`config.mk`:
```
export PLATFORM = sky130hd
export DESIGN_NAME = hdbn_enc
export DESIGN_NICKNAME = d
export VERILOG_FILES = /design/src/rtl/hdbn_enc.sv
export SDC_FILE = /design/constraint.sdc
export NUM_CORES = 1
export LEC_CHECK = 0
export CAP_MARGIN = 25
export CELL_PAD_IN_SITES_DETAIL_PLACEMENT = 0
export CELL_PAD_IN_SITES_GLOBAL_PLACEMENT = 1
export CORE_MARGIN = 10
export CORE_UTILIZATION = 41
export CTS_CLUSTER_SIZE = 14
export DETAILED_ROUTE_END_ITERATION = 10
export GPL_TIMING_DRIVEN = 0
export PLACE_DENSITY = 0.77
export SYNTH_ARGS = -nofsm -noshare
export SYNTH_HDL_FRONTEND = slang
export SYNTH_SLANG_ARGS = --single-unit
```
`constraint.sdc`:
```
create_clock -name clk -period 2 [get_ports clk]
set_input_delay 0.4 -clock clk [delete_from_list [all_inputs] [get_ports clk]]
set_output_delay 0.4 -clock clk [all_outputs]
set_load 0.005 [all_outputs]
```
`src/rtl/hdbn_enc.sv`:
```
// HDB-N line encoder: NRZ bits in, dual-rail bipolar symbols out, N+1 accepted bits of latency.
// Defining HDBN_VIOL_FLAG_EN adds the out_v / out_b marker ports for line monitors.
module hdbn_enc #(
  parameter int N = 3  // legal range 2..7; a group replaces N+1 zeros
) (
  input  logic clk,
  input  logic rst,
  input  logic in_valid,
  input  logic data_in,
  input  logic ami_mode,
  output logic out_valid,
  output logic out_p,
  output logic out_n
`ifdef HDBN_VIOL_FLAG_EN
  ,
  output logic out_v,
  output logic out_b
`endif
);

  localparam int SW = $clog2(N + 1);
  localparam int FW = $clog2(N + 2);
  localparam logic [FW-1:0] FILL_FULL = FW'(N + 1);
  localparam logic [SW-1:0] SKIP_LOAD = SW'(N);
  localparam logic [SW-1:0] SKIP_ONE  = SW'(1);

  logic [N:0]    sr_reg, sr_next, sr_shift;
  logic [FW-1:0] fill_reg, fill_next;
  logic [SW-1:0] skip_reg, skip_next;
  logic          last_pol_reg, last_pol_next;
  logic          odd_reg, odd_next;
  logic          valid_next, p_next, n_next;
`ifdef HDBN_VIOL_FLAG_EN
  logic          v_next, b_next;
`endif

  // Window after accepting data_in: sr[0] newest, sr[N] oldest.
  assign sr_shift[0] = data_in;
  for (genvar gi = 1; gi <= N; gi++) begin : g_shift
    assign sr_shift[gi] = sr_reg[gi-1];
  end

  always_comb begin
    sr_next       = sr_reg;
    fill_next     = fill_reg;
    skip_next     = skip_reg;
    last_pol_next = last_pol_reg;
    odd_next      = odd_reg;
    valid_next    = 1'b0;
    p_next        = 1'b0;
    n_next        = 1'b0;
`ifdef HDBN_VIOL_FLAG_EN
    v_next        = 1'b0;
    b_next        = 1'b0;
`endif
    if (in_valid) begin
      sr_next = sr_shift;
      if (fill_reg != FILL_FULL) begin
        fill_next = fill_reg + FW'(1);
      end else begin
        valid_next = 1'b1;
        if (skip_reg > SKIP_ONE) begin
          skip_next = skip_reg - SKIP_ONE;
        end else if (skip_reg == SKIP_ONE) begin
          // Violation: repeats the polarity of the last non-V pulse.
          p_next    = last_pol_reg;
          n_next    = ~last_pol_reg;
          odd_next  = 1'b0;
          skip_next = '0;
`ifdef HDBN_VIOL_FLAG_EN
          v_next    = 1'b1;
`endif
        end else if (sr_reg[N]) begin
          p_next        = ~last_pol_reg;
          n_next        = last_pol_reg;
          last_pol_next = ~last_pol_reg;
          odd_next      = ~odd_reg;
        end else if (!ami_mode && (sr_reg == '0)) begin
          skip_next = SKIP_LOAD;
          // Even pulse count since the last V needs a B so the V alternates.
          if (!odd_reg) begin
            p_next        = ~last_pol_reg;
            n_next        = last_pol_reg;
            last_pol_next = ~last_pol_reg;
`ifdef HDBN_VIOL_FLAG_EN
            b_next        = 1'b1;
`endif
          end
        end
      end
    end
  end

  always_ff @(posedge clk or posedge rst) begin
    if (rst) begin
      sr_reg       <= '0;
      fill_reg     <= '0;
      skip_reg     <= '0;
      last_pol_reg <= 1'b0;
      odd_reg      <= 1'b0;
      out_valid    <= 1'b0;
      out_p        <= 1'b0;
      out_n        <= 1'b0;
`ifdef HDBN_VIOL_FLAG_EN
      out_v        <= 1'b0;
      out_b        <= 1'b0;
`endif
    end else begin
      sr_reg       <= sr_next;
      fill_reg     <= fill_next;
      skip_reg     <= skip_next;
      last_pol_reg <= last_pol_next;
      odd_reg      <= odd_next;
      out_valid    <= valid_next;
      out_p        <= p_next;
      out_n        <= n_next;
`ifdef HDBN_VIOL_FLAG_EN
      out_v        <= v_next;
      out_b        <= b_next;
`endif
    end
  end

endmodule

```
## Yosys cells after proc, flatten, opt, wreduce, memory -nomap -nowiden

Index checks and enable logic that the tools add are counted.
W data, S select, Z words.

- $add $sub $neg: 2
- Order comparisons: 1
- Equality and inequality tests: 4
- Multiplexer cells: 25
- Bitwise logic cells: 5
- Reductions and logical operators: 10

Operators with widths:

| operator | number |
|---|---|
| $mux W1 | 21 |
| $mux W2 | 4 |
| $reduce_and A4 Y1 | 2 |
| $reduce_and A6 Y1 | 1 |
| $not A1 Y1 | 5 |
| $logic_not A4 Y1 | 1 |
| $reduce_bool A2 Y1 | 2 |
| $add A3 B1 Y3 const B | 1 |
| $ne A3 B1 Y1 const B | 1 |
| $ne A3 B3 Y1 const B | 1 |
| $reduce_bool A3 Y1 | 1 |
| $eq A2 B1 Y1 const B | 1 |
| $gt A2 B1 Y1 const B | 1 |
| $ne A2 B2 Y1 const B | 1 |
| $reduce_and A2 Y1 | 1 |
| $sub A2 B1 Y2 const B | 1 |
| $logic_and A1 B1 Y1 | 1 |
| $logic_not A1 Y1 | 1 |

- Flip-flop bits (word level): 14
- Input port bits: 5
- Output and inout bits: 3

## Depth between registers and ports, before layout

Gate-level depths: netlist (run 1).

- Word-level depth: 8
- Mapped depth: 6

## Least setup slack after synthesis (run 1)

Ideal clock, no wire load.

- Path kind: register -> register
- Start: register sr_reg[2]
- End: register skip_reg[1]
- Arrival: 1.300 ns
- Slack: 0.581 ns
- Stages on the path, launching flop included: 5
- Buffers on the path: 0
- Path through: dfrtp_1 > or4_4 > o21ai_4 > and3_1 > nor3_2

- Word-level cells in the longest chain between the ends: 4

Ends and longest elaborated chain:

| what | line | RTL |
|---|---|---|
| start: declaration | 27 | `logic [N:0] sr_reg, sr_next, sr_shift;` |
| start signal: assignment | 109 | `sr_reg <= sr_next;` |
| $logic_not A4 Y1 | 78 | `end else if (!ami_mode && (sr_reg == '0)) begin` |
| $logic_and A1 B1 Y1 | 78 |  |
| $reduce_bool A3 Y1 (no source line) | -- |  |
| $reduce_and A4 Y1 (no source line) | -- |  |
| end signal: assignment | 111 | `skip_reg <= skip_next;` |
| end: declaration | 29 | `logic [SW-1:0] skip_reg, skip_next;` |

No other way between the ends.
A chain may end at the register's enable or synchronous reset.

## Final worst setup path (run 1)

- Start: register out_valid
- End: output out_valid

RTL lines:

| what | line | RTL |
|---|---|---|
| start: declaration | 11 | `output logic out_valid,` |
| start signal: assignment | 114 | `out_valid <= valid_next;` |

No word-level cell between the ends.

==> flow_metrics.py, run 1 <==
metrics = {
    "timing": {
        "slew_viol_final": 0,
        "finalWorstSetupSlack_ps": 501,
        "fin_skew_ps": 0.403,
        "worst_slew_pin_slew_ps": 507,
        "max_freq_ghz": 0.667,
        "fin_crit_ps": 1500,
        "slew_headroom_pct": 66.1,
        "finalCritPeriodShare_pct": 75.0,
        "hold_viol": 0,
        "setup-violations-final": 0,
        "tns_ps": 0,
        "rsz0062_at_grt": "false",
    },
    "worst_setup_path": {
        "critPathMaxFanout": 1,
        "cp_slowest_cell": "clkdlybuf4s50_1",
        "cp.arrival_ps": 1100,
        "startpoint_type": "flip-flop",
        "critPathKind": "reg2out",
        "end_kind": "primary output",
        "worstPathRequired_ps": 1600,
        "critical_path_buf_inv_count": 1,
        "critPathTopFamily": "buffers and inverters",
        "worstPathCellList": "clkdlybuf4s50_1",
        "critPathMaxStageDelay_ps": 490,
    },
    "yosys": {
        "yosys.area.top_type_share_pct": 51.1,
        "synth_top_cell_by_area": "dfrtp_1",
        "ys_ff_latch": 14,
        "synthTopCellsByArea": "dfrtp_1, mux2_2, ha_1, a21oi_1, inv_1",
        "ys_warn_count": 0,
        "async_flop_share_pct": 100,
        "synth_edf_count": 0,
        "yosysUniqueCellTypes": 23,
        "ys_seq_area_share_pct": 51.1,
        "syn_nets": 71,
        "netlist_instances": 62,
        "synth_ff_type": "dfrtp_1",
        "syn_area_per_cell_um2": 11.1,
        "syn_area_um2": 686,
    },
    "drt": {
        "wl_per_cell_um": 11.9,
        "remaining_drc_errors": 0,
        "initialDrtViolationCount": 3,
        "vias": 445,
        "routed_wl_um": 1050,
        "dr.pass1.iters": 3,
        "drt.antenna.violating_nets": 0,
        "detail_route.vias_per_cell": 5.06,
    },
    "power_and_ir_drop": {
        "leakage_nw": 0.367,
        "ir_worst_vdd_mv": 0.568,
        "powerDensity_nw_per_um2": 1250,
    },
    "clock_network": {
        "htreeDepth": 1,
        "path_clk_slew_ps": 80,
        "cts_resized": 0,
        "max-clock-path-buffers": 2,
        "post_cts_buffers": 0,
        "ctsRootBufferMaster": "clkbuf_4",
        "clock-sinks": 14,
        "insertion_delay_ps": 280,
        "cts_buffers": 3,
        "cts_tree": "yes",
        "postCtsHoldBufs": 0,
    },
    "die": {
        "rows": 14,
        "coreArea_um2": 1540,
        "die_x_um": 60.9,
        "die_h_um": 60.9,
        "io_pins": 8,
        "initial_core_util_pct": 44.5,
        "die-area_um2": 3710,
    },
    "global_route": {
        "grt_pass1_vias": 442,
        "grt_pass1_wl_um": 1900,
        "grt_max_degree": 15,
        "grt_use_total_pct": 6.90,
        "grt-ovfl-total": 0,
        "antenna_found_initial": 0,
    },
    "cells_and_area": {
        "drive_gt1_share_pct": 22.2,
        "fill_cells": 154,
        "syn2layout_area_growth_pct": 17.0,
        "fin_nets": 82,
        "largest_reg_flops": 4,
        "regArea_um2": 350,
        "multi_input_area_um2": 308,
        "n_antenna_cell": 0,
    },
    "outcome": {
        "outcome": "finished clean",
    },
    "place": {
        "globalplace.congestion": 0.698,
        "dpl.hpwl_um": 798,
        "portBuffers": 6,
        "place_ws_ps": 211,
    },
    "min_path": {
        "min_path_type": "in2async",
    },
    "run": {
        "drv_cap": 0,
    },
}
[Yosys cell counts (all sizes together) (2+ instances only)]
cell type and instances:
nand2b 2, xnor2 2, inv 6, nand2 4, ha 4, nor3 3
a21oi 5, nand3 3, dfrtp 14, a31oi 2, o21ai 2, mux2 5
nor2 4
[per-stage QoR]
step	cells	hold slack [ps]	instance area [µm²]	total power [mW]	util (%)
2_1_floorplan	62	289	686	0.722	-
3_3_place_gp	84	488	766	0.798	49.7
3_5_place_dp	84	487	766	0.807	49.7
4_1_cts	88	462	802	1.01	52.0
5_1_grt	88	469	802	1.08	52.0
6_report	88	442	802	0.999	52.0
[routing by layer]
| metal | part of all wire (%) | GRT usage (%) | wire, µm | up-vias |
|---|---|---|---|---|
| li1 | - | - | - | 232 |
| met5 | 0 | 0 | 0 | - |
| met4 | 1.6 | 3.76 | 17 | 0 |
| met2 | 44 | 10.5 | 463 | 9 |
| met3 | 6.3 | 3.97 | 66 | 4 |
| met1 | 48 | 7.40 | 500 | 200 |
[cell families after synthesis]
logic type,count (synthesis),share of synthesized area [%]
AO/OA/AOI/OAI,12,13.0
XOR/XNOR,2,2.56
adder cells (fa/ha/maj),4,7.30
buffers and inverters,7,4.01
flip-flops,14,51.1
multiplexers,5,8.21
AND/OR/NAND/NOR,18,13.9
[layout by cell type, fill, tap and decap left out]
| cell | netlist | routed |
|---|---|---|
| nand3_1 | 3 | 3 |
| mux2_2 | 5 | 5 |
| a31oi_1 | 2 | 2 |
| clkdlybuf4s50_1 | 0 | 6 |
| xnor2_1 | 2 | 2 |
| inv_2 | 1 | 1 |
| clkbuf_8 | 0 | 1 |
| nor3_1 | 2 | 2 |
| ha_1 | 4 | 4 |
| a21oi_2 | 1 | 1 |
| or4_4 | 1 | 1 |
| nand2b_1 | 2 | 2 |
| o21ai_1 | 1 | 1 |
| buf_2 | 1 | 1 |
| o21bai_2 | 1 | 1 |
| a21o_1 | 1 | 1 |
| a22oi_1 | 1 | 1 |
| o21ai_4 | 1 | 1 |
| nor2_1 | 4 | 4 |
| dfrtp_1 | 14 | 14 |
| nor3_2 | 1 | 1 |
| and3_1 | 1 | 1 |
| inv_1 | 5 | 5 |
| a21oi_1 | 4 | 4 |
| clkbuf_4 | 0 | 3 |
| nand2_1 | 4 | 4 |
[power by group]
group / internal, mW / leakage, nW / switching (mW)
clock network: 0.111 / 0.0210 / 0.0888
logic: 0.179 / 0.175 / 0.172
registers: 0.368 / 0.171 / 0.0804
total: 0.658 / 0.367 / 0.342
[cell type report]
type                    instances  share of cell area, %
well taps                      16                   2.50
inverters                       6                   2.81
multi-input cells              41                   38.4
flip-flops and latches         14                   43.7
plain buffers                   1                  0.624
repair buffers                  6                   7.49
clock buffers                   4                   4.52
[worst paths after layout]
path | end | cells past startpoint | slack [ps] | start
min in group clk | sr_reg[2] | 2 | 490 | in_valid
max | out_valid | 1 | 500 | out_valid
max reg2reg | last_pol_reg | 4 | 510 | sr_reg[2]
min | out_p | 2 | 440 | rst
min reg2reg | fill_reg[2] | 1 | 500 | fill_reg[2]
max in group asynchronous | fill_reg[1] | 2 | 1220 | rst
No activity file was read; power rests on OpenSTA's default activity.
==> inputs of run 2 (changes only) <==
==> constraint.sdc (replaced) <==
create_clock -name clk -period 1.4 [get_ports clk]
set_input_delay 0.28 -clock clk [delete_from_list [all_inputs] [get_ports clk]]
set_output_delay 0.28 -clock clk [all_outputs]
set_load 0.005 [all_outputs]
==> run 2 against run 1 <==
Clock skew is 4.5 ps higher. First-iteration DRC count is the same. Global-route usage grew 0.13 points. Utilization up 2.4 points. Non-clock buffer count rose by 1. Design area is 4.5% higher. Power is 47% higher. Via count grew 6.3%. The run now ends with negative setup slack left. Critical endpoint is now skip_reg[1].
==> flow_metrics.py, run 2 (synthesized netlist as in run 1, its figures left out) <==
metrics = {
    "worst_setup_path": {
        "cp_slowest_cell": "or4_4",
        "critPathMaxStageDelay_ps": 550,
        "worstPathCellList": "or4_4 > o21ai_4 > and3_4 > nor3_2",
        "cp.arrival_ps": 1650,
        "end_kind": "flip-flop",
        "worstPathRequired_ps": 1580,
        "critPathTopFamily": "simple AND/OR/NAND/NOR gates",
        "critPathKind": "reg2reg",
        "ff2ff_setup_slack_ps": -70,
        "critical_path_buf_inv_count": 0,
        "critPathMaxFanout": 4,
        "startpoint_type": "flip-flop",
    },
    "global_route": {
        "grt_max_degree": 15,
        "grt_pass1_wl_um": 1990,
        "grt_use_total_pct": 7.02,
        "antenna_found_initial": 0,
        "grt_pass1_vias": 477,
        "met3_usage_pct": 2.71,
        "use_met2_pct": 10.5,
        "use_met1_pct": 8.47,
        "grt-ovfl-total": 0,
        "busiest_layer": "met2",
    },
    "die": {
        "die_h_um": 60.9,
        "initial_core_util_pct": 44.5,
        "rows": 14,
        "die-area_um2": 3710,
        "die_x_um": 60.9,
        "coreArea_um2": 1540,
        "io_pins": 8,
    },
    "power_and_ir_drop": {
        "switchingPower_mw": 0.519,
        "internal-power_mw": 0.952,
        "leakage_nw": 0.427,
        "ir_worst_vdd_mv": 1.01,
        "seq_power_share_pct": 44.0,
        "swShare_pct": 35.3,
        "power_frac_comb_pct": 36.1,
        "p_clk_share_pct": 19.9,
        "powerDensity_nw_per_um2": 1760,
    },
    "cells_and_area": {
        "instances_no_fill": 89,
        "multi_input_area_um2": 330,
        "largest_reg_flops": 4,
        "fin_util_pct": 54.4,
        "final_common_cell": "dfrtp_1",
        "drive_gt1_share_pct": 27.4,
        "regArea_um2": 350,
        "n_antenna_cell": 0,
        "layout_common_cells": "dfrtp_1, mux2_2, inv_1",
        "fill_cells": 151,
        "fin_nets": 83,
        "syn2layout_area_growth_pct": 22.3,
    },
    "timing": {
        "tns_ps": -141,
        "finalWorstSetupSlack_ps": -68.9,
        "worst_slew_pin_slew_ps": 514,
        "max_freq_ghz": 0.681,
        "fin_crit_ps": 1470,
        "fin_skew_ps": 4.91,
        "rsz0062_at_grt": "true",
        "setup-violations-final": 3,
        "slew_headroom_pct": 65.7,
        "slew_viol_final": 0,
        "hold_viol": 0,
        "finalCritPeriodShare_pct": 105,
    },
    "clock_network": {
        "ctsRootBufferMaster": "clkbuf_4",
        "cts_tree": "yes",
        "htreeDepth": 1,
        "path_clk_slew_ps": 90,
        "clock-sinks": 14,
        "postCtsHoldBufs": 0,
        "insertion_delay_ps": 280,
        "cts_buffers": 3,
        "max-clock-path-buffers": 2,
    },
    "place": {
        "dpl.hpwl_um": 825,
        "placedCellCount": 84,
        "portBuffers": 6,
        "globalplace.congestion": 0.665,
    },
    "drt": {
        "drt.antenna.violating_nets": 0,
        "dr.pass1.iters": 2,
        "wl_per_cell_um": 12.7,
        "detail_route.vias_per_cell": 5.31,
        "routed_wl_um": 1130,
        "remaining_drc_errors": 0,
        "vias": 473,
        "initialDrtViolationCount": 3,
    },
    "outcome": {
        "outcome": "finished with violations",
        "violations": "negative setup slack",
    },
    "min_path": {
        "min_path_type": "in2async",
    },
    "run": {
        "drv_cap": 0,
    },
}
-- run 2: what timing repair did --
| action | CTS | global route |
|---|---|---|
| pin swaps | 5 | 1 |
| endpoints found under the hold margin | 0 | 0 |
| gates resized for setup | 3 | 5 |
| gates cloned | 0 | 0 |
| endpoints found under the setup margin | 4 | 8 |
| setup buffers | 1 | 0 |
-- run 2: power groups by stage --
stage                     logic (mW)  clock network (mW)  registers [mW]
after floorplan                0.404                   0           0.627
after global placement         0.498                   0           0.643
after detailed placement       0.507                   0           0.649
after CTS                      0.529               0.303           0.645
after global routing           0.605               0.316           0.671
final                          0.532               0.293           0.647
-- run 2: cell type report --
cell class,instances,area share [%]
tap,16,2.39
multi-input combinational,41,39.4
clock buffer,4,4.33
buffer,1,0.597
timing repair buffer,7,8.81
inverter,6,2.69
sequential,14,41.8
-- run 2: final timing paths --
kind | startpoint | endpoint | cells past startpoint
min in group clk | in_valid | out_n | 3
setup / recovery | sr_reg[1] | skip_reg[1] | 4
max in group asynchronous | rst | fill_reg[1] | 2
hold reg to reg | fill_reg[0] | fill_reg[0] | 1
setup reg to reg | sr_reg[1] | skip_reg[1] | 4
hold / removal | rst | skip_reg[0] | 2
-- run 2: routing by layer --
metal / share of wire [%] / routed length [µm]
met1: 47 / 535
met2: 49 / 549
met3: 2.5 / 28
met4: 1.7 / 19
met5: 0 / 0
-- run 2: metrics by stage --
stage / area [µm²] / power [mW] / hold slack [ps] / setup slack, ps
after floorplan: 686 / 1.03 / 169 / -19.3
after global placement: 766 / 1.14 / 489 / -258
after detailed placement: 766 / 1.16 / 487 / -267
after CTS: 821 / 1.48 / 346 / -88.6
after global routing: 838 / 1.59 / 361 / -110
final: 838 / 1.47 / 318 / -68.9
